$ cat config.mk
export PLATFORM = sky130hd
export DESIGN_NAME = piezo_tone_gen
export DESIGN_NICKNAME = d
export VERILOG_FILES = /design/src/rtl/piezo_pkg.sv /design/src/rtl/piezo_key_select.sv /design/src/rtl/piezo_tone_gen.sv
export SDC_FILE = /design/constraint.sdc
export NUM_CORES = 1
export LEC_CHECK = 0
export CAP_MARGIN = 20
export CELL_PAD_IN_SITES_DETAIL_PLACEMENT = 2
export CELL_PAD_IN_SITES_GLOBAL_PLACEMENT = 2
export CORE_ASPECT_RATIO = 0.75
export CORE_MARGIN = 2
export CORE_UTILIZATION = 39
export DETAILED_ROUTE_END_ITERATION = 8
export GPL_TIMING_DRIVEN = 0
export PLACE_DENSITY_LB_ADDON = 0.1
export SLEW_MARGIN = 20
export SYNTH_ARGS = -nofsm -noshare
export SYNTH_HDL_FRONTEND = slang
export SYNTH_HIERARCHICAL = 1
export SYNTH_SLANG_ARGS = --single-unit
$ cat constraint.sdc
create_clock -name clk -period 5.66 [get_ports clk]
set_clock_uncertainty 0.1 [all_clocks]
set_input_delay 1.698 -clock clk [delete_from_list [all_inputs] [get_ports clk]]
set_output_delay 1.698 -clock clk [all_outputs]
set_load 0.05 [all_outputs]
$ cat src/rtl/piezo_pkg.sv
// Shared types and pitch constants for the piezo tone generator.
// Half periods are derived from the clock frequency at elaboration time.
package piezo_pkg;

  localparam int IDX_W   = 5;
  localparam int NUM_DEG = 7;

  localparam int F_C = 262;
  localparam int F_D = 294;
  localparam int F_E = 330;
  localparam int F_F = 349;
  localparam int F_G = 392;
  localparam int F_A = 440;
  localparam int F_B = 494;

  typedef enum logic [1:0] {
    IDLE    = 2'd0,
    PLAY    = 2'd1,
    RELEASE = 2'd2
  } state_t;

  function automatic int freq_of(input int degree);
    int f;
    case (degree)
      0:       f = F_C;
      1:       f = F_D;
      2:       f = F_E;
      3:       f = F_F;
      4:       f = F_G;
      5:       f = F_A;
      default: f = F_B;
    endcase
    return f;
  endfunction

  function automatic int hp_of(input int clk_hz, input int degree);
    return clk_hz / (2 * freq_of(degree));
  endfunction

endpackage

$ cat src/rtl/piezo_key_select.sv
// Synchronises key levels, detects presses and picks the sounding key (latest press, lowest index on ties).
// Outputs are registered 3 cycles after the first sampled key edge; no backpressure.
module piezo_key_select
  import piezo_pkg::*;
#(
  parameter int NUM_KEYS = 8
) (
  input  logic                clk,
  input  logic                reset,
  input  logic [NUM_KEYS-1:0] keys,
  output logic                any_held,
  output logic                new_note_valid,
  output logic [IDX_W-1:0]    sel_idx
);

  logic [NUM_KEYS-1:0] r_sync1;
  logic [NUM_KEYS-1:0] r_sync2;
  logic [NUM_KEYS-1:0] r_prev;
  logic                r_any;
  logic                r_new;
  logic [IDX_W-1:0]    r_sel;

  logic [NUM_KEYS-1:0] w_rise;
  logic [NUM_KEYS-1:0] w_cur_mask;
  logic                w_cur_held;

  function automatic logic [IDX_W-1:0] lowest(input logic [NUM_KEYS-1:0] v);
    logic [IDX_W-1:0] idx;
    idx = '0;
    for (int i = NUM_KEYS - 1; i >= 0; i--) begin
      if (v[i]) idx = IDX_W'(i);
    end
    return idx;
  endfunction

  assign w_rise     = r_sync2 & ~r_prev;
  assign w_cur_mask = NUM_KEYS'(1) << r_sel;
  assign w_cur_held = |(w_cur_mask & r_sync2);

  always_ff @(posedge clk or posedge reset) begin
    if (reset) begin
      r_sync1 <= '0;
      r_sync2 <= '0;
      r_prev  <= '0;
      r_any   <= 1'b0;
      r_new   <= 1'b0;
      r_sel   <= '0;
    end else begin
      r_sync1 <= keys;
      r_sync2 <= r_sync1;
      r_prev  <= r_sync2;
      r_any   <= |r_sync2;
      // A fresh press always wins; otherwise fall back only when the current key was let go.
      if (|w_rise) begin
        r_sel <= lowest(w_rise);
        r_new <= 1'b1;
      end else if (!w_cur_held && (|r_sync2)) begin
        r_sel <= lowest(r_sync2);
        r_new <= 1'b1;
      end else begin
        r_new <= 1'b0;
      end
    end
  end

  assign any_held       = r_any;
  assign new_note_valid = r_new;
  assign sel_idx        = r_sel;

endmodule

$ cat src/rtl/piezo_tone_gen.sv
// Square-wave piezo driver for the most recently pressed key, with octave shift and release hold.
// piezo rises 4 cycles after a key press is first sampled; no backpressure.
module piezo_tone_gen
  import piezo_pkg::*;
#(
  parameter int NUM_KEYS    = 8,
  parameter int CLK_HZ      = 20_000_000,
  parameter int CNT_W       = 16,
  parameter int HOLD_CYCLES = 2_000_000
) (
  input  logic                clk,
  input  logic                reset,
  input  logic [NUM_KEYS-1:0] keys,
  input  logic [1:0]          oct_shift,
  output logic                piezo,
  output logic                active,
  output logic [IDX_W-1:0]    note_idx
);

  localparam logic [31:0] HOLD_LAST = (HOLD_CYCLES > 0) ? 32'(HOLD_CYCLES - 1) : 32'd0;

  localparam logic [CNT_W-1:0] HP_TAB [NUM_DEG] = '{
    CNT_W'(hp_of(CLK_HZ, 0)), CNT_W'(hp_of(CLK_HZ, 1)), CNT_W'(hp_of(CLK_HZ, 2)),
    CNT_W'(hp_of(CLK_HZ, 3)), CNT_W'(hp_of(CLK_HZ, 4)), CNT_W'(hp_of(CLK_HZ, 5)),
    CNT_W'(hp_of(CLK_HZ, 6))
  };

  state_t           r_state;
  state_t           w_next;
  logic [IDX_W-1:0] r_note;
  logic [CNT_W-1:0] r_hp;
  logic [CNT_W-1:0] r_cnt;
  logic             r_piezo;
  logic [31:0]      r_hold;

  logic             w_any_held;
  logic             w_new_vld;
  logic [IDX_W-1:0] w_sel_idx;
  logic [CNT_W-1:0] w_hp_new;
  logic [CNT_W-1:0] w_hp_cur;
  logic             w_toggle;

  function automatic logic [CNT_W-1:0] note_hp(input logic [IDX_W-1:0] idx,
                                               input logic [1:0]       oct);
    logic [2:0]       deg;
    logic [IDX_W-1:0] sh;
    logic [CNT_W-1:0] hp;
    deg = 3'(idx % IDX_W'(NUM_DEG));
    sh  = idx / IDX_W'(NUM_DEG) + IDX_W'(oct);
    hp  = HP_TAB[deg] >> sh;
    return (hp == '0) ? CNT_W'(1) : hp;
  endfunction

  piezo_key_select #(
    .NUM_KEYS(NUM_KEYS)
  ) u_key_select (
    .clk           (clk),
    .reset         (reset),
    .keys          (keys),
    .any_held      (w_any_held),
    .new_note_valid(w_new_vld),
    .sel_idx       (w_sel_idx)
  );

  assign w_hp_new = note_hp(w_sel_idx, oct_shift);
  assign w_hp_cur = note_hp(r_note, oct_shift);
  assign w_toggle = (r_cnt == r_hp - CNT_W'(1));

  always_ff @(posedge clk or posedge reset) begin
    if (reset) r_state <= IDLE;
    else       r_state <= w_next;
  end

  always_comb begin
    w_next = r_state;
    case (r_state)
      IDLE:    if (w_any_held) w_next = PLAY;
      PLAY:    if (!w_any_held) w_next = (HOLD_CYCLES == 0) ? IDLE : RELEASE;
      RELEASE: begin
        if (w_new_vld)                w_next = PLAY;
        else if (r_hold == HOLD_LAST) w_next = IDLE;
      end
      default: w_next = IDLE;
    endcase
  end

  always_comb begin
    piezo    = r_piezo;
    active   = (r_state != IDLE);
    note_idx = (r_state == IDLE) ? '0 : r_note;
  end

  always_ff @(posedge clk or posedge reset) begin
    if (reset) begin
      r_note  <= '0;
      r_hp    <= '0;
      r_cnt   <= '0;
      r_piezo <= 1'b0;
      r_hold  <= '0;
    end else begin
      if (r_state == IDLE) begin
        r_cnt   <= '0;
        r_piezo <= w_any_held;
        if (w_any_held) begin
          r_note <= w_sel_idx;
          r_hp   <= w_hp_new;
        end
      end else begin
        // A note change restarts the half period but keeps the output level.
        if (w_new_vld) begin
          r_cnt  <= '0;
          r_note <= w_sel_idx;
          r_hp   <= w_hp_new;
        end else if (w_toggle) begin
          r_cnt   <= '0;
          r_piezo <= ~r_piezo;
          r_hp    <= w_hp_cur;
        end else begin
          r_cnt <= r_cnt + CNT_W'(1);
        end
        if (w_next == IDLE) begin
          r_cnt   <= '0;
          r_piezo <= 1'b0;
        end
      end
      if (r_state == RELEASE && !w_new_vld) r_hold <= r_hold + 32'd1;
      else                                  r_hold <= '0;
    end
  end

endmodule
==> reports/qor.txt, run 1 <==
Final non-filler cell total - 1403
Hold_sp - u_key_select/r_sync1[2]$_DFF_PP0_
Fmax - 187 MHz
Synth Cell Area - 8730 µm²
Design area - 9740 µm²
Number of DRC markers in iteration 0 - 675
Power density over cell area - 354 nW/µm²
Slew @ Worst Pin - 1.08 ns
Reg-to-reg endpoint - r_hp[0]$_DFFE_PP0P_
Initial core utilization - 39.6%
Top post-synthesis cells by count - nor2_1 (125), dfrtp_1 (101), nand2_1 (81), a21oi_1 (58), o21ai_0 (53)
N_diodes - 0
Vias in the first global route - 9276
Final HPWL from detailed placement - 24.1 mm
Rows - 47
Total Wirelength - 32.0 mm
R2r startpoint - r_note[4]$_DFFE_PP0P_
CP max FO - 13
Die W - 177 µm
Flip-flop and latch count after synthesis - 101
Largest net degree at the start of global routing - 50
DRC errors left - 0
Synth warn - 6
Share of synthesized area occupied by flip-flops and latches - 28.9%
Post-CTS Hold Buffers - 0
Initial antenna violation count - 0
Latest clock arrival within the worst-skew pair - 0.37 ns
Hold WC Path Type - flip-flop to flip-flop
Die Ht - 134 µm
Inst Count DP - 1389
Total track usage - 27.9%
Yosys top cell by area - dfrtp_1
Max clock buf depth - 2
Top cell type's share of synthesized area - 28.9%
Layout area overhead - 11.5%
Drt wl/cell - 22.8 µm
Crit Path Category - flip-flop to flip-flop
Post-synthesis async set-or-reset flop share - 100%
Clk pin slew, worst setup/hold paths - 0.09 ns
Main area contributors after synthesis - dfrtp_1 (29%), nor2_1 (5.4%), xor2_1 (3.8%)
Most common cell in the synthesized netlist - nor2_1
Slew Limit Fails - 0
CP Launch Type - flip-flop
Netlist cell types - 101
Total power - 0.00344 W
Static leakage - 3.78 nW
Share of cells above drive strength 1 - 11.2%
Vias - 8862
Worst-case reg-to-reg path depth - 21
Worst reg2reg setup slack - 0.30 ns
Crit path capture - r_hp[0]$_DFFE_PP0P_
Worst slew margin - 28.3%
Critical Path AT - 5.55 ns
H-tree level count - 3
RSZ-0062 raised after global routing - false
Core box area - 22100 µm²
Die ar. - 23600 µm²
Worst EP required - 5.85 ns
# IOs - 19
Grt total ovfl - 0
Setup violators final - 0
Clock Sinks - 101
Nets - 1142
Total CTS buffers - 9
Post-synth EDFFs - 0
Placed cell areas - 9320 µm²
Gate Count Post-Synth - 1075
Syn avg cell area - 8.13 µm²
Main synth FF type - dfrtp_1
Final Hold Fails - 0
GPL Wtd Cong - 0.883
DRT Pass-1 Iters - 5
Worst Setup SP - r_note[4]$_DFFE_PP0P_
Vias per inst - 6.32
Peak VDD IR - 0.000149 V
Setup crit end kind - flip-flop
Fin crit period - 5.36 ns
CTS tree - yes
Port bufs - 18
First-pass GRT wire length - 52.4 mm
Run status - finished, final reports clean
Max-cap viol count - 0
Antenna viol nets, final - 0
Fin crit share - 94.7%
CTS root buf - clkbuf_16
-- report_power, final --
group	switching [W]	internal, W	leakage (nW)
sequential	0.0000923	0.000792	1.29
combinational	0.00123	0.000682	2.34
clock	0.000325	0.000325	0.150
-- how the worst min path moves through the flow --
stage | slack (ns) | depth (start not counted) | endpoint
floorplan | 0.23 | 0 | u_key_select/r_sync2[0]$_DFF_PP0_
global placement | 0.23 | 0 | u_key_select/r_sync2[4]$_DFF_PP0_
detailed placement | 0.24 | 0 | u_key_select/r_sync2[0]$_DFF_PP0_
CTS | 0.26 | 0 | u_key_select/r_sync2[6]$_DFF_PP0_
global route | 0.26 | 0 | u_key_select/r_sync2[3]$_DFF_PP0_
finish | 0.25 | 0 | u_key_select/r_sync2[2]$_DFF_PP0_
-- kinds of logic after synthesis --
group / after synthesis / share of synthesized area (%)
AO/OA/AOI/OAI: 332 / 27.5
XOR/XNOR: 62 / 6.22
adder cells (fa/ha/maj): 26 / 3.90
buffers and inverters: 109 / 5.40
flip-flops: 101 / 28.9
multiplexers: 31 / 4.05
other: 1 / 0.0429
AND/OR/NAND/NOR: 413 / 23.9
-- registers in the layout, summed over array words and instances (netlist names) --
signal                       flops
u_key_select/r_prev              8
u_key_select/r_sync1             8
u_key_select/any_held            1
r_state                          2
u_key_select/r_sync2             8
piezo                            1
u_key_select/new_note_valid      1
r_note                           5
r_hold                          32
r_cnt                           16
u_key_select/sel_idx             3
r_hp                            16
-- layer usage --
metal	vias up	track usage (%)	part of all wire, %	wire length, µm
met2	245	42.4	44	14200
li1	4073	-	-	-
met5	-	0	0	0
met4	0	4.91	0.82	261
met3	19	4.14	5.4	1720
met1	4525	42.3	50	15900
-- metrics by stage --
| step | util (%) | hold WS, ns | TNS [ns] | setup WS, ns |
|---|---|---|---|---|
| after detailed placement | 42.2 | 0.236 | -0.734 | -0.252 |
| after global placement | 42.1 | 0.233 | -0.318 | -0.174 |
| after floorplan | - | 0.231 | 0 | 1.26 |
| after global routing | 44.1 | 0.263 | 0 | 0.0394 |
| final | 44.1 | 0.255 | 0 | 0.300 |
| after CTS | 43.7 | 0.257 | 0 | 0.0223 |
-- cells in the final DEF, fill, tap and decap left out, types with 17 or more instances in the layout --
cell / n
nand3_1: 47
xnor2_1: 22
dfrtp_1: 101
nor3_1: 23
nor2b_1: 17
clkdlybuf4s50_1: 18
clkbuf_1: 27
nand2_1: 80
ha_1: 23
nor4_1: 22
inv_1: 40
o211ai_1: 21
a21oi_1: 58
xor2_1: 37
and3_1: 17
nor2_1: 124
o21ai_0: 50
-- worst max-delay path, stage by stage (launching register included) --
cell and delay, ns:
dfrtp_1 0.43, buf_2 0.23, a21bo_2 0.26, and3_1 0.19, nor2_2 0.22, inv_1 0.10, ha_1 0.21, clkbuf_2 0.22
a31oi_2 0.32, a22o_2 0.30, buf_2 0.31, ha_1 0.33, nand2_1 0.11, mux2i_1 0.09, mux2_2 0.30, a211oi_1 0.22
nor4_1 0.11, a211oi_1 0.32, o21ba_2 0.23, nor4_1 0.35, a21oi_1 0.15, a211oi_2 0.15
-- layout make-up --
cell class,count,area (µm²)
plain buffers,59,294
clock buffers,10,239
clock inverters,6,65.1
fillers,2522,12300
inverters,46,176
multi-input cells,866,5840
flip-flops and latches,101,2530
well taps,294,368
repair buffers,21,223
-- timing repair --
action | CTS | global route
setup endpoints to repair | 8 | 12
resized for setup | 7 | 30
pin swaps | 0 | 2
setup buffers | 0 | 2
Note: power is estimated with default switching activity, not from simulation.
==> run 2: changes to the inputs <==
REMOVE_ABC_BUFFERS = 1   (was not set)
SLEW_MARGIN = 0   (was 20)
==> run 2 against run 1 <==
Compared with the run above: routed wire length fell by 6.1%; via count shrank 3.6%; non-clock buffer count decreased by 50; clock power is 3.7% lower; largest cell class unchanged; first-iteration DRC count down 14%; critical endpoint unchanged; hold slack worse by 0.0016 ns; critical path depth shrank 3; setup slack got worse by 0.066 ns; combinational power down 4%; register-to-register slack worse by 0.07 ns.
==> reports/qor.txt, run 2 (synthesized netlist as in run 1, its figures left out) <==
Max FFs per register - 32 (unchanged)
DR top layer - met4 (unchanged)
Post-layout util - 43.3% (was 44.1%)
Hold_ws - 0.253 ns (was 0.255 ns)
Crit Path Category - flip-flop to flip-flop (unchanged)
Fin crit period - 5.43 ns (was 5.36 ns)
Int Pwr - 0.00177 W (was 0.00180 W)
Max-cap viol count - 0 (unchanged)
# fillers - 2514 (was 2522)
Total CTS buffers - 9 (unchanged)
Most frequent cells in the layout - nor2_1 (123), dfrtp_1 (99), nand2_1 (80) (was nor2_1 (124), dfrtp_1 (101), nand2_1 (80))
Initial core utilization - 39.6% (unchanged)
Core box area - 22100 µm² (unchanged)
DRC errors left - 0 (unchanged)
Die W - 177 µm (unchanged)
Worst slew margin - 11.3% (was 28.3%)
CP max FO - 17 (was 13)
Worst EP required - 5.84 ns (was 5.85 ns)
Hold WC Path Type - flip-flop to flip-flop (unchanged)
CP Launch Type - flip-flop (unchanged)
N_diodes - 0 (unchanged)
# IOs - 19 (unchanged)
Final HPWL from detailed placement - 21.9 mm (was 24.1 mm)
Fin crit share - 95.9% (was 94.7%)
Rows - 47 (unchanged)
Power density over cell area - 354 nW/µm² (about the same)
Worst reg2reg setup slack - 0.23 ns (was 0.30 ns)
Die Ht - 134 µm (unchanged)
Fmax - 184 MHz (was 187 MHz)
Worst Hold Endpoint - u_key_select/r_sync2[0]$_DFF_PP0_ (was u_key_select/r_sync2[2]$_DFF_PP0_)
Number of DRC markers in iteration 0 - 582 (was 675)
TNS Setup - 0 ns (unchanged)
Largest net degree at the start of global routing - 68 (was 50)
DRT Pass-1 Iters - 5 (unchanged)
GPL Wtd Cong - 0.838 (was 0.883)
CTS tree - yes (unchanged)
Clk network pwr share - 18.6% (was 18.9%)
Worst-case reg-to-reg path depth - 18 (was 21)
Grt total ovfl - 0 (unchanged)
Hold_sp - u_key_select/r_sync1[0]$_DFF_PP0_ (was u_key_select/r_sync1[2]$_DFF_PP0_)
Combinational fraction of design power - 54.6% (was 55.4%)
H-tree level count - 3 (unchanged)
Share of power burned in registers - 26.9% (was 25.7%)
Largest reg by FF count - r_hold (unchanged)
Peak VDD IR - 0.000144 V (was 0.000149 V)
First-pass GRT wire length - 49.1 mm (was 52.4 mm)
Setup violators final - 0 (unchanged)
Antenna viol nets, final - 0 (unchanged)
Post-CTS Hold Buffers - 0 (unchanged)
Vias - 8539 (was 8862)
Largest regs - r_hold: 32 flops, r_cnt: 16 flops, r_hp: 16 flops (unchanged)
Share of cells above drive strength 1 - 9.63% (was 11.2%)
Slowest library cell on the worst path - dfrtp_4 (was dfrtp_1)
Metal3 WL - 1.60 mm (was 1.72 mm)
Placed cell areas - 9080 µm² (was 9320 µm²)
Nets - 1092 (was 1142)
Total Wirelength - 30.0 mm (was 32.0 mm)
Die ar. - 23600 µm² (unchanged)
Layout area overhead - 9.27% (was 11.5%)
Slew @ Worst Pin - 1.32 ns (was 1.08 ns)
Clock Sinks - 101 (unchanged)
CTS root buf - clkbuf_16 (unchanged)
Final Hold Fails - 0 (unchanged)
WHS Path Cells - 0 (unchanged)
Net Sw Frac - 47.5% (was 47.7%)
Critical path's largest stage delay - 0.58 ns (was 0.43 ns)
Drt wl/cell - 22.2 µm (was 22.8 µm)
M1 WL - 15.2 mm (was 15.9 mm)
Run status - finished, final reports clean (unchanged)
Critical Path AT - 5.60 ns (was 5.55 ns)
Total power - 0.00337 W (was 0.00344 W)
RSZ-0062 raised after global routing - false (unchanged)
Reg-to-reg endpoint - r_hp[0]$_DFFE_PP0P_ (unchanged)
CP most frequent cell - inv_1
Port bufs - 18 (unchanged)
Vias per inst - 6.31 (was 6.32)
Initial antenna violation count - 0 (unchanged)
R2r startpoint - u_key_select/sel_idx[1]$_DFFE_PP0P_ (was r_note[4]$_DFFE_PP0P_)
Static leakage - 3.65 nW (was 3.78 nW)
Met2 WL - 13.0 mm (was 14.2 mm)
Design area - 9540 µm² (was 9740 µm²)
Slew Limit Fails - 0 (unchanged)
Setup crit end kind - flip-flop (unchanged)
Max clock buf depth - 2 (unchanged)
Vias in the first global route - 8778 (was 9276)
Total track usage - 25.9% (was 27.9%)
Most common cell after layout, fill and taps aside - nor2_1 (unchanged)
Net Sw Power - 0.00160 W (was 0.00164 W)
Crit-path cells - a21bo_2 > nand2_2 > ha_4 > nor2_1 > o32ai_1 > a211o_1 > inv_1 > ha_1 > and2_1 > and3_1 > a311oi_2 > nor3b_4 > inv_1 > mux4_2 > a32o_1 > a211oi_1 > nand4_1 > a211oi_2 (was buf_2 > a21bo_2 > and3_1 > nor2_2 > inv_1 > ha_1 > clkbuf_2 > a31oi_2 > a22o_2 > buf_2 > ha_1 > nand2_1 > mux2i_1 > mux2_2 > a211oi_1 > nor4_1 > a211oi_1 > o21ba_2 > nor4_1 > a21oi_1 > a211oi_2)
Latest clock arrival within the worst-skew pair - 0.37 ns (about the same)
Clk pin slew, worst setup/hold paths - 0.08 ns (was 0.09 ns)
-- run 2: changes by cell type in the layout (fill, tap and decap cells not counted), moves of 2 or more --
cell | before | now
dfrtp_1 | 101 | 99
buf_1 | 2 | 0
buf_6 | 4 | 2
clkbuf_2 | 9 | 1
buf_2 | 13 | 0
ha_4 | 0 | 2
clkbuf_1 | 27 | 1
buf_16 | 1 | 3
-- run 2: repair_timing --
item,CTS,global route
pin swaps,0,1
gates resized for setup,8,16
setup buffers,0,3
endpoints found under the setup margin,13,7
-- run 2: how the worst max path moves through the flow --
stage	start	endpoint	slack, ns	cells after the start
after floorplan	oct_shift[0]	r_hp[0]$_DFFE_PP0P_	0.74	12
final	u_key_select/sel_idx[1]$_DFFE_PP0P_	r_hp[0]$_DFFE_PP0P_	0.23	18
after detailed placement	u_key_select/sel_idx[1]$_DFFE_PP0P_	r_hp[8]$_DFFE_PP0P_	-0.93	16
after global routing	r_note[4]$_DFFE_PP0P_	r_hp[0]$_DFFE_PP0P_	0.02	17
after CTS	r_note[4]$_DFFE_PP0P_	r_hp[0]$_DFFE_PP0P_	0.06	19
after global placement	oct_shift[0]	r_hp[8]$_DFFE_PP0P_	-0.88	12
-- run 2: area by class of cell --
type,instances,area [µm²],share of cell area (%)
Inverter,46,181,1.90
Timing Repair Buffer,30,343,3.59
Multi-Input combinational cell,866,5830,61.1
Clock buffer,10,229,2.40
Clock inverter,6,62.6,0.655
Tap cell,294,368,3.85
Sequential cell,101,2530,26.5
-- run 2: critical path: cells and delay by family (launching register included) --
family                     cells  cell delay (ns)
buffers and inverters          2             0.25
and+or+nand+nor                6             1.25
muxes                          1             0.51
AOI/OAI and AO/OA              7             1.99
adders and majority gates      2             0.65
DFF                            1             0.58
-- run 2: layer usage --
layer	GRT usage (%)	vias to the layer above
li1	-	3970
met1	39.6	4339
met2	38.9	211
met3	3.85	19
met4	4.68	0
met5	0	-
-- run 2: power by group through the flow --
stage          registers, W  logic [W]  clock network, W
6_report           0.000906    0.00184          0.000627
3_5_place_dp       0.000920    0.00172                 0
4_1_cts            0.000907    0.00174          0.000655
3_3_place_gp       0.000917    0.00167                 0
2_1_floorplan      0.000890    0.00122                 0
5_1_grt            0.000924    0.00200          0.000675
-- run 2: through the flow --
stage	setup slack, ns	std cells
final	0.234	1353
after global routing	0.0187	1353
after CTS	0.0558	1345
after detailed placement	-0.931	1329
after global placement	-0.882	1325
after floorplan	0.737	1013
==> run 3: changes to the inputs <==
CORE_UTILIZATION = 40   (was 39)
DONT_BUFFER_PORTS = 1   (was not set)
==> run 3 against run 2 <==
Compared with the run above: routed wire length rose by 2.0%; sequential cell count unchanged; critical path depth increased by 2; total power decreased by 1.4%; setup slack worse by 0.18 ns; utilization grew 0.44 points; register-to-register slack lost 0.18 ns; count of clock-buffer cells in the layout is the same; global-route usage increased by 0.36 points; via count is 0.49% lower; largest cell class unchanged; largest power group unchanged.
==> reports/qor.txt, run 3 (synthesized netlist as in run 1, its figures left out) <==
CP Launch Type - flip-flop (unchanged)
Setup violators final - 0 (unchanged)
Largest reg by FF count - r_hold (unchanged)
Placed cell areas - 8860 µm² (was 9080 µm²)
Final Hold Fails - 0 (unchanged)
Crit path capture - r_hp[0]$_DFFE_PP0P_ (unchanged)
Vias per inst - 6.40 (was 6.31)
RSZ-0062 raised after global routing - true (was false)
Max clock buf depth - 2 (unchanged)
Power density over cell area - 358 nW/µm² (was 354 nW/µm²)
Fin crit period - 5.61 ns (was 5.43 ns)
Max FFs per register - 32 (unchanged)
Most common cell after layout, fill and taps aside - nor2_1 (unchanged)
Vias in the first global route - 8658 (was 8778)
Share of cells above drive strength 1 - 9.24% (was 9.63%)
First-pass GRT wire length - 49.2 mm (was 49.1 mm)
Final HPWL from detailed placement - 21.9 mm (about the same)
Core box area - 21300 µm² (was 22100 µm²)
H-tree level count - 3 (unchanged)
TNS Setup - 0 ns (unchanged)
Design area - 9310 µm² (was 9540 µm²)
Worst-case reg-to-reg path depth - 20 (was 18)
Largest regs - r_hold: 32 flops, r_cnt: 16 flops, r_hp: 16 flops (unchanged)
Worst slew margin - 7.81% (was 11.3%)
Worst EP required - 5.79 ns (was 5.84 ns)
Drt wl/cell - 23.1 µm (was 22.2 µm)
Inst Count DP - 1303 (was 1329)
Die ar. - 23000 µm² (was 23600 µm²)
Fin crit share - 99.1% (was 95.9%)
Die Ht - 132 µm (was 134 µm)
CP max FO - 23 (was 17)
Crit Path Category - flip-flop to flip-flop (unchanged)
Rows - 46 (was 47)
Max-cap viol count - 0 (unchanged)
Clk pin slew, worst setup/hold paths - 0.08 ns (about the same)
Total CTS buffers - 9 (unchanged)
Initial antenna violation count - 0 (unchanged)
Antenna viol nets, final - 0 (unchanged)
Fmax - 178 MHz (was 184 MHz)
Total Wirelength - 30.6 mm (was 30.0 mm)
CTS tree - yes (unchanged)
Total track usage - 26.3% (was 25.9%)
Most frequent cells in the layout - nor2_1 (123), dfrtp_1 (99), nand2_1 (81) (was nor2_1 (123), dfrtp_1 (99), nand2_1 (80))
Setup crit end kind - flip-flop (unchanged)
Die W - 175 µm (was 177 µm)
Number of DRC markers in iteration 0 - 690 (was 582)
Initial core utilization - 41.0% (was 39.6%)
GPL Wtd Cong - 0.826 (was 0.838)
Nets - 1072 (was 1092)
N_diodes - 0 (unchanged)
Final non-filler cell total - 1327 (was 1353)
Layout area overhead - 6.59% (was 9.27%)
Grt total ovfl - 0 (unchanged)
Run status - finished, final reports clean (unchanged)
DRT Pass-1 Iters - 7 (was 5)
DRC errors left - 0 (unchanged)
Peak VDD IR - 0.000145 V (was 0.000144 V)
Latest clock arrival within the worst-skew pair - 0.36 ns (was 0.37 ns)
Static leakage - 3.55 nW (was 3.65 nW)
Reg-to-reg endpoint - r_hp[0]$_DFFE_PP0P_ (unchanged)
Clock Sinks - 101 (unchanged)
Largest net degree at the start of global routing - 57 (was 68)
Worst Setup SP - r_note[4]$_DFFE_PP0P_ (was u_key_select/sel_idx[1]$_DFFE_PP0P_)
Worst reg2reg setup slack - 0.05 ns (was 0.23 ns)
Slew @ Worst Pin - 1.37 ns (was 1.32 ns)
# IOs - 19 (unchanged)
Critical Path AT - 5.74 ns (was 5.60 ns)
Post-CTS Hold Buffers - 0 (unchanged)
Port bufs - 0 (was 18)
Slew Limit Fails - 0 (unchanged)
R2r startpoint - r_note[4]$_DFFE_PP0P_ (was u_key_select/sel_idx[1]$_DFFE_PP0P_)
Vias - 8497 (was 8539)
CTS root buf - clkbuf_16 (unchanged)
Hold WC Path Type - flip-flop to flip-flop (unchanged)
[run 3: changes by cell type in the layout (fill, tap and decap cells not counted), sizes merged]
cell and change:
clkinvlp +2, xor2 +1, buf -2, inv -2
clkbuf -1, clkdlybuf4s50 -18
[run 3: timing repair]
item | 4_1_cts | 5_1_grt
gates resized for setup | 9 | 8
setup buffers | 0 | 3
endpoints found under the setup margin | 12 | 8
pin swaps | 0 | 3
cloned | 0 | 1
[run 3: per-stage QoR]
stage / util, % / hold slack, ns / power, W / setup WS (ns)
floorplan: - / 0.231 / 0.00211 / 0.737
global placement: 41.3 / 0.233 / 0.00255 / -0.848
detailed placement: 41.6 / 0.236 / 0.00260 / -0.852
CTS: 43.1 / 0.254 / 0.00326 / 0.000230
global route: 43.7 / 0.254 / 0.00355 / -0.137
finish: 43.7 / 0.249 / 0.00333 / 0.0496
[run 3: worst max-delay path, stage by stage (launching register included)]
cell	delay (ns)
dfrtp_1	0.58
a21bo_2	0.29
nor2_1	0.19
nor2_1	0.14
inv_1	0.09
ha_1	0.47
a21oi_1	0.12
o21ai_0	0.47
ha_4	0.21
inv_1	0.05
fa_2	0.64
clkinvlp_4	0.16
buf_4	0.21
nor2_2	0.11
and3_1	0.22
a221o_1	0.30
a311oi_1	0.48
nor4_1	0.13
o2111a_1	0.27
a21oi_1	0.20
a211oi_2	0.05
[run 3: layer usage]
layer / global-route usage (%) / wire length [µm]
met5: 0 / 0
met4: 4.95 / 350
met3: 3.75 / 1350
met2: 40.1 / 13600
met1: 39.7 / 15300
[run 3: how the worst min path moves through the flow]
stage | start | end | cells after the start
finish | u_key_select/r_sync1[1]$_DFF_PP0_ | u_key_select/r_sync2[1]$_DFF_PP0_ | 0
global route | u_key_select/r_sync1[1]$_DFF_PP0_ | u_key_select/r_sync2[1]$_DFF_PP0_ | 0
CTS | u_key_select/r_sync1[1]$_DFF_PP0_ | u_key_select/r_sync2[1]$_DFF_PP0_ | 0
detailed placement | u_key_select/r_sync1[3]$_DFF_PP0_ | u_key_select/r_sync2[3]$_DFF_PP0_ | 0
global placement | u_key_select/r_sync1[1]$_DFF_PP0_ | u_key_select/r_sync2[1]$_DFF_PP0_ | 0
floorplan | u_key_select/r_sync1[0]$_DFF_PP0_ | u_key_select/r_sync2[0]$_DFF_PP0_ | 0
[run 3: area by class of cell]
cell class	count	area (µm²)
Fill cell	2456	12000
Multi-Input combinational cell	867	5830
Sequential cell	101	2530
Tap cell	288	360
Clock buffer	10	229
Inverter	46	181
Timing Repair Buffer	9	123
Clock inverter	6	57.6
[run 3: power by group]
part	switching, W	internal (W)
logic	0.00116	0.000639
clock network	0.000310	0.000307
registers	0.000122	0.000792
total	0.00159	0.00174
==> RTL change (flow settings as in run 3) <==
Set the package constant `IDX_W` to 7 (it was 5).
--- a/src/rtl/piezo_pkg.sv
+++ b/src/rtl/piezo_pkg.sv
@@ -2,7 +2,7 @@
 // Half periods are derived from the clock frequency at elaboration time.
 package piezo_pkg;
 
-  localparam int IDX_W   = 5;
+  localparam int IDX_W   = 7;
   localparam int NUM_DEG = 7;
 
   localparam int F_C = 262;
Interface: changed (resized note_idx); port bits go from 19 to 21. No check against the original RTL was run, so the function may have changed too.
==> RTL change against run 3 <==
Final cell count rose by 4.8%; sequential cell count rose by 2; final area rose by 5.2%; highest routed layer unchanged; synthesized area rose by 4.6%; routed wire length rose by 2.7%; critical path depth rose by 1; worst setup slack improved by 0.071 ns; non-clock buffer count rose by 10; critical path type unchanged; total power rose by 23%; sequential share of layout area fell by 0.69 points.
==> RTL change: results <==
[route]
num_vias = 8685
drtPass1Iterations = 5
wl_per_cell_um = 22.6
vias_per_cell = 6.24
routed-wl-met2_mm = 14.0
drtIter0Drc = 670
wl_met3_um = 969
met1_length_mm = 16.3
maxUsedRoutingLayer = met4

[placed_design]
globalplace.congestion = 0.846
dp_hpwl_mm = 22.6
place_inst = 1361
place_area_sq_mm = 0.00922
place_worst_setup_slack_ns = -0.971

[yosys]
synthTopCellsByArea = dfrtp_1 28%, nor2_1 5.1%, nand2_1 4.8%
seq_area_frac_synth_pct = 28.2
synth.distinct_cells = 110
netlist_top_cells_count = 125 x nor2_1, 116 x nand2_1, 103 x dfrtp_1, 58 x o21ai_0, 52 x a21oi_1
ys_warn_count = 6
synth_cells = 1138

[worst_hold_path]
holdPathStages = 0
hold_start = u_key_select/r_sync1[7]
min_to = u_key_select/r_sync2[7]

[power]
swShare_pct = 50.7
leakagePower_nw = 3.78
seqPwrFrac_pct = 22.9
p_clk_uw = 647
total_power_mw = 4.09
ir_worst_vdd_mv = 0.183

[global_routing]
grt_pass1_wl_mm = 50.6
first_global_vias = 8799
grt_max_degree = 68
grt_use_total_pct = 26.5
use_met3_pct = 3.58
met2_usage_pct = 40.3
met1_usage_pct = 40.6

[timing]
slew_headroom_pct = 28.5
setup_viol = 0
hold_slack_ns = 0.258
min_period_ns = 5.54

[cells_and_area]
areaGrowthSynthToFinish_pct = 7.22
n_fill_cell = 2536
drive_above_1_share_pct = 9.94
top_regs = r_hold x32, r_cnt x16, r_hp x16

[worst_setup_path]
path_max_fanout = 24
max_stage_delay_ns = 0.62
slowest_stage = dfrtp_4
rr_worst_depth = 21
rrSetupSlack_ns = 0.12
r2r-start = r_note[5]
crit_family = simple AND/OR/NAND/NOR gates
crit_arrival_ns = 5.73

[clock_tree]
postCtsSetupBuffers = 3
clock_latency_ns = 0.37
ctsResizeCount = 21

[status]
outcome = finished, final reports clean
[RTL change: cell type report]
type	count	area share [%]
flip-flops and latches	103	26.5
multi-input cells	923	63.1
well taps	294	3.76
repair buffers	19	2.19
clock inverters	7	0.754
clock buffers	9	2.30
inverters	36	1.46
[RTL change: how the worst max path moves through the flow]
stage	to	depth (start not counted)	startpoint
detailed placement	r_hp[0]	18	r_note[5]
global route	r_hp[0]	21	r_note[5]
floorplan	r_hp[0]	18	r_note[5]
global placement	r_hp[2]	18	r_note[5]
finish	r_hp[0]	21	r_note[5]
CTS	r_hp[2]	21	r_note[5]
[RTL change: cells by family (layout without fill, tap and decap cells)]
logic type / after synthesis / in the layout / share of synthesized area (%)
fa+ha+maj: 26 / 26 / 3.66
mux: 32 / 32 / 3.85
flops: 103 / 103 / 28.2
compound gates: 325 / 325 / 26.0
xor+xnor: 77 / 77 / 7.38
simple gates: 459 / 459 / 25.2
buf+inv: 115 / 71 / 5.66
other cells: 1 / 4 / 0.0411
